### config.mk
export PLATFORM = sky130hd
export DESIGN_NAME = stream_mux_rr
export DESIGN_NICKNAME = d
export VERILOG_FILES = /design/src/rtl/stream_mux_pkg.sv /design/src/rtl/rr_arbiter.sv /design/src/rtl/stream_mux_rr.sv
export SDC_FILE = /design/constraint.sdc
export NUM_CORES = 1
export LEC_CHECK = 0
export CAP_MARGIN = 20
export CORE_ASPECT_RATIO = 1.25
export CORE_MARGIN = 4
export CORE_UTILIZATION = 52
export CTS_CLUSTER_DIAMETER = 50
export DETAILED_ROUTE_END_ITERATION = 7
export GPL_ROUTABILITY_DRIVEN = 0
export HOLD_SLACK_MARGIN = 0.05
export PLACE_DENSITY = 0.82
export SLEW_MARGIN = 20
export SYNTH_ARGS = -nofsm -noshare
export SYNTH_HDL_FRONTEND = slang
export SYNTH_SLANG_ARGS = --single-unit
### constraint.sdc
create_clock -name CLK -period 5 [get_ports CLK]
set_input_delay 1 -clock CLK [delete_from_list [all_inputs] [get_ports CLK]]
set_output_delay 1 -clock CLK [all_outputs]
set_load 0.02 [all_outputs]
### src/rtl/stream_mux_pkg.sv
// Shared encodings for the stream mux: mode select values and output-register states.
package stream_mux_pkg;
  localparam logic MODE_FIXED = 1'b0;
  localparam logic MODE_RR    = 1'b1;

  typedef enum logic {
    ST_EMPTY = 1'b0,
    ST_FULL  = 1'b1
  } state_t;
endpackage

### src/rtl/rr_arbiter.sv
// Combinational round-robin pick: first request at or above ptr, wrapping to 0.
module rr_arbiter #(
  parameter int NUM_CH = 4,
  parameter int SEL_W  = 2
) (
  input  logic [NUM_CH-1:0] req,
  input  logic [SEL_W-1:0]  ptr,
  output logic [NUM_CH-1:0] gnt,
  output logic [SEL_W-1:0]  idx,
  output logic              any
);
  int c;

  always_comb begin
    gnt = '0;
    idx = '0;
    any = 1'b0;
    c   = 0;
    for (int k = 0; k < NUM_CH; k++) begin
      // ptr is always < NUM_CH, so one subtraction is enough to wrap
      c = int'(ptr) + k;
      if (c >= NUM_CH) c = c - NUM_CH;
      if (!any && req[c]) begin
        any    = 1'b1;
        gnt[c] = 1'b1;
        idx    = SEL_W'(c);
      end
    end
  end
endmodule

### src/rtl/stream_mux_rr.sv
// N-to-1 stream mux with fixed or round-robin selection into a one-entry output register.
module stream_mux_rr
  import stream_mux_pkg::*;
#(
  parameter  int WIDTH  = 2,
  parameter  int NUM_CH = 4,
  localparam int SEL_W  = (NUM_CH > 1) ? $clog2(NUM_CH) : 1
) (
  input  logic                    CLK,
  input  logic                    RST,
  input  logic                    MODE,
  input  logic [SEL_W-1:0]        SEL,
  input  logic [NUM_CH*WIDTH-1:0] IN_DATA,
  input  logic [NUM_CH-1:0]       IN_VALID,
  output logic [NUM_CH-1:0]       IN_READY,
  output logic [WIDTH-1:0]        X,
  output logic                    X_VALID,
  input  logic                    X_READY,
  output logic [SEL_W-1:0]        X_CH
);
  state_t              state;
  logic [SEL_W-1:0]    ptr;
  logic                load_en;
  logic                sel_ok;
  logic                grant;
  logic [NUM_CH-1:0]   gnt;
  logic [SEL_W-1:0]    gnt_idx;
  logic [NUM_CH-1:0]   arb_gnt;
  logic [SEL_W-1:0]    arb_idx;
  logic                arb_any;

  rr_arbiter #(.NUM_CH(NUM_CH), .SEL_W(SEL_W)) u_arb (
    .req (IN_VALID),
    .ptr (ptr),
    .gnt (arb_gnt),
    .idx (arb_idx),
    .any (arb_any)
  );

  assign load_en = (state == ST_EMPTY) || X_READY;
  assign sel_ok  = int'(SEL) < NUM_CH;

  always_comb begin
    gnt     = '0;
    gnt_idx = SEL;
    grant   = 1'b0;
    if (!RST && load_en) begin
      if (MODE == MODE_RR) begin
        if (arb_any) begin
          gnt     = arb_gnt;
          gnt_idx = arb_idx;
          grant   = 1'b1;
        end
      end else if (sel_ok && IN_VALID[SEL]) begin
        gnt[SEL] = 1'b1;
        grant    = 1'b1;
      end
    end
  end

  assign IN_READY = gnt;
  assign X_VALID  = (state == ST_FULL);

  always_ff @(posedge CLK) begin
    if (RST) begin
      state <= ST_EMPTY;
      X     <= '0;
      X_CH  <= '0;
      ptr   <= '0;
    end else if (grant) begin
      state <= ST_FULL;
      X     <= IN_DATA[gnt_idx*WIDTH +: WIDTH];
      X_CH  <= gnt_idx;
      if (MODE == MODE_RR) begin
        if (int'(gnt_idx) == NUM_CH - 1) ptr <= '0;
        else                             ptr <= gnt_idx + 1'b1;
      end
    end else if (X_READY) begin
      state <= ST_EMPTY;
    end
  end
endmodule

==> qor_table.md <==
| Quantity | This run | Unit |
|:---|:---|:---|
| Final hold violation count | 0 | - |
| Most common library cell in the layout ignoring fill and taps | clkdlybuf4s50_1 | - |
| Vias in the first global route | 1,032 | - |
| Post-placement setup slack | 0.504 | ns |
| Count of mapped cells out of synthesis | 122 | - |
| Post-synth EDFFs | 0 | - |
| Routed vias | 1,072 | - |
| Worst R2R End | X[0] | - |
| Number of DRC markers after the initial detailed-route iteration | 25 | - |
| Layout area overhead | 27.2 | % |
| Hold endpoint | X_CH[0] | - |
| Worst hold path depth | 2 | - |
| Hold Path Class | flip-flop to flip-flop | - |
| Post-Syn Nets | 144 | - |
| Hold_sp | X_CH[0] | - |
| Synth top area cells | dfxtp_1 14%, mux2i_1 8.9%, mux4_2 8.9% | - |
| Depth of the most critical reg-to-reg path | 9 | - |
| Total track usage | 22.5 | % |
| Power per cell area | 248 | nW/um^2 |
| CTS root buf | clkbuf_4 | - |
| Final sum of negative setup slack | 0 | ns |
| Total gr overflow | 0 | - |
| Cts-stage hold buffer count | 0 | - |
| Synthesis-stage register bit count | 7 | - |
| Clock tree buffer depth | 2 | - |
| Row Count | 17 | - |
| Chain of cells forming the critical path | clkdlybuf4s50_1 > or3b_1 > a211o_1 > a21oi_1 > a41o_1 > a221oi_1 > o21ai_0 > clkdlybuf4s50_1 | - |
| Top fanout value on the critical path | 13 | - |
| Final Slew Violations | 0 | - |
| Number of antenna violations at the first check in global routing | 0 | - |
| Worst setup path category | input pin to primary output | - |
| Highest-delay cell along the critical path | clkdlybuf4s50_1 | - |
| Async set or reset register ratio after synthesis | 0 | % |
| Crit path launch type | input pin | - |
| Endpoint arrival time on the critical path | 3.51 | ns |
| Top cell type's share of synthesized area | 13.8 | % |
| Total length of routed wires | 2730 | microns |
| Peak ir drop on the vdd network | 0.000220 | V |
| Endpoint type of the worst setup path | primary output | - |
| Most frequent cells in the layout | 26 x clkdlybuf4s50_1, 9 x mux2i_1, 9 x nand2_1 | - |
| Floorplan die area | 2720 | sq um |
| H-tree depth reported by CTS | 1 | - |
| Final #Nets | 169 | - |
| Area inside the core boundary | 1810 | sq um |
| Yosys warnings | 0 | - |
| Chip Width | 47.5 | microns |
| Leakage power summed over all cells | 0.472 | nW |
| Slew at the pin closest to its max-slew limit | 0.426 | ns |
| CTS tree | yes | - |
| Status | completed | - |
| Pin count of the biggest net entering global routing | 14 | - |
| Antenna Diode Count | 0 | - |
| Clock edge transition at the registers on the reported setup and hold paths | 0.05 | ns |
| Portion of the clock cycle consumed by the worst path in the final layout | 90.2 | % |
| Initial standard-cell utilization of the core | 56.1 | % |
| CP Data Required Time | 4.00 | ns |
| Cell area after synthesis | 1010 | sq um |
| Reported max-cap violation count | 0 | - |
| Most common cell type on the critical path | clkdlybuf4s50_1 | - |
| Count of final setup violators | 0 | - |
| Count of buffers from port buffering | 26 | - |
| Most used flip-flop cell after synthesis | dfxtp_1 | - |
| Post-cts sizing count | 0 | - |
| Total setup buffers inserted after CTS | 0 | - |
| Worst slew margin | 71.4 | % |
| Maximum achievable frequency | 0.222 | GHz |
| Wire per inst | 16.6 | microns |
| # DRC | 0 | - |
| Final Skew | 0.00267 | ns |
| Min Tclk post-route | 4.51 | ns |
| Worst setup slack after layout | 0.491 | ns |
| # IOs | 27 | - |
| Register area share after synthesis | 13.8 | % |
| Number of buffers created by CTS | 3 | - |
| Latest clock arrival within the worst-skew pair | 0.25 | ns |
| Origin of the critical flop-to-flop path | ptr[0] | - |
| Half-perimeter wire length after detailed placement | 2160 | microns |
| Via density | 6.50 | - |
| Share of final-layout standard cells stronger than drive strength 1 | 14.4 | % |
| Longest individual stage delay on the worst path | 0.69 | ns |
| Vertical die dimension | 57.4 | microns |
| Sinks on Clock Net | 7 | - |
| Mean Syn Cell Area | 8.31 | sq um |
| First-pass GRT wire length | 4560 | microns |
| Number of distinct standard cells referenced by the synthesized netlist | 51 | - |
| Area leader, netlist | dfxtp_1 | - |
| Setup repair after global routing missed its margin | no | - |
| Pre-Repair DR Iteration Count | 4 | - |
| ANT nets after route | 0 | - |
| Worst setup slack for register-to-register paths | 2.18 | ns |
stage by stage:
stage / cells / hold slack (ns) / utilization (%) / power (mW) / cell area [sq um]
after detailed placement: 161 / 0.458 / 69.8 / 0.266 / 1260
after global placement: 161 / 0.446 / 69.8 / 0.261 / 1260
after CTS: 165 / 0.470 / 71.3 / 0.319 / 1290
after floorplan: 122 / 0.535 / - / 0.212 / 1010
after global routing: 165 / 0.493 / 71.3 / 0.342 / 1290
final: 165 / 0.467 / 71.3 / 0.319 / 1290
power by group:
| part | internal (mW) | switching (mW) | total [mW] |
|---|---|---|---|
| logic | 0.0896 | 0.109 | 0.199 |
| clock network | 0.0304 | 0.0205 | 0.0509 |
| registers | 0.0633 | 0.00574 | 0.0691 |
cell usage after synthesis (3+ instances only):
| library cell | n |
|---|---|
| inv_1 | 7 |
| mux2i_1 | 9 |
| dfxtp_1 | 7 |
| nand4_1 | 4 |
| mux4_2 | 4 |
| nor3_1 | 3 |
| nand3_1 | 6 |
| nor2_1 | 6 |
| a21oi_2 | 3 |
| nand2_1 | 9 |
| buf_2 | 4 |
| ha_1 | 4 |
| o21ai_0 | 7 |
| a21oi_1 | 3 |
state kept, by name, indices dropped and copies added, names as in the netlist:
name and flops:
X 2, X_CH 2, X_VALID 1, ptr 2
worst max-delay path by stage:
stage / start / to
finish: IN_VALID[2] / IN_READY[3]
global route: IN_VALID[2] / IN_READY[3]
CTS: IN_VALID[2] / IN_READY[3]
detailed placement: IN_VALID[2] / IN_READY[3]
global placement: IN_VALID[2] / IN_READY[3]
floorplan: IN_VALID[0] / IN_READY[3]
area by class of cell:
type	count	area [sq um]
Multi-Input combinational cell	100	801
Fill cell	151	519
Timing Repair Buffer	27	268
Sequential cell	7	140
Inverter	8	30.0
Clock buffer	4	26.3
Tap cell	19	23.8
critical path: cells and delay by family:
kind | cells | cell delay, ns
AOI/OAI and AO/OA | 5 | 0.81
and+or+nand+nor | 1 | 0.39
buffers and inverters | 2 | 1.31
metal layers:
layer | up-vias | track usage, % | wire length (microns)
met1 | 503 | 29.9 | 1100
met2 | 40 | 35.6 | 1430
li1 | 523 | - | -
met5 | - | 0 | 0
met4 | 0 | 9.09 | 70
met3 | 6 | 2.52 | 139
cells by family (layout without fill, tap and decap cells):
family                   Yosys count  after routing  synth area share (%)
XOR/XNOR                           1              1                 0.864
flip-flops                         7              7                  13.8
multiplexers                      15             15                  20.0
adder cells (fa/ha/maj)            4              4                  4.94
AO/OA/AOI/OAI                     33             33                  25.6
AND/OR/NAND/NOR                   47             47                  27.7
buffers and inverters             15             39                  7.16
No activity file was read; power rests on OpenSTA's default activity.
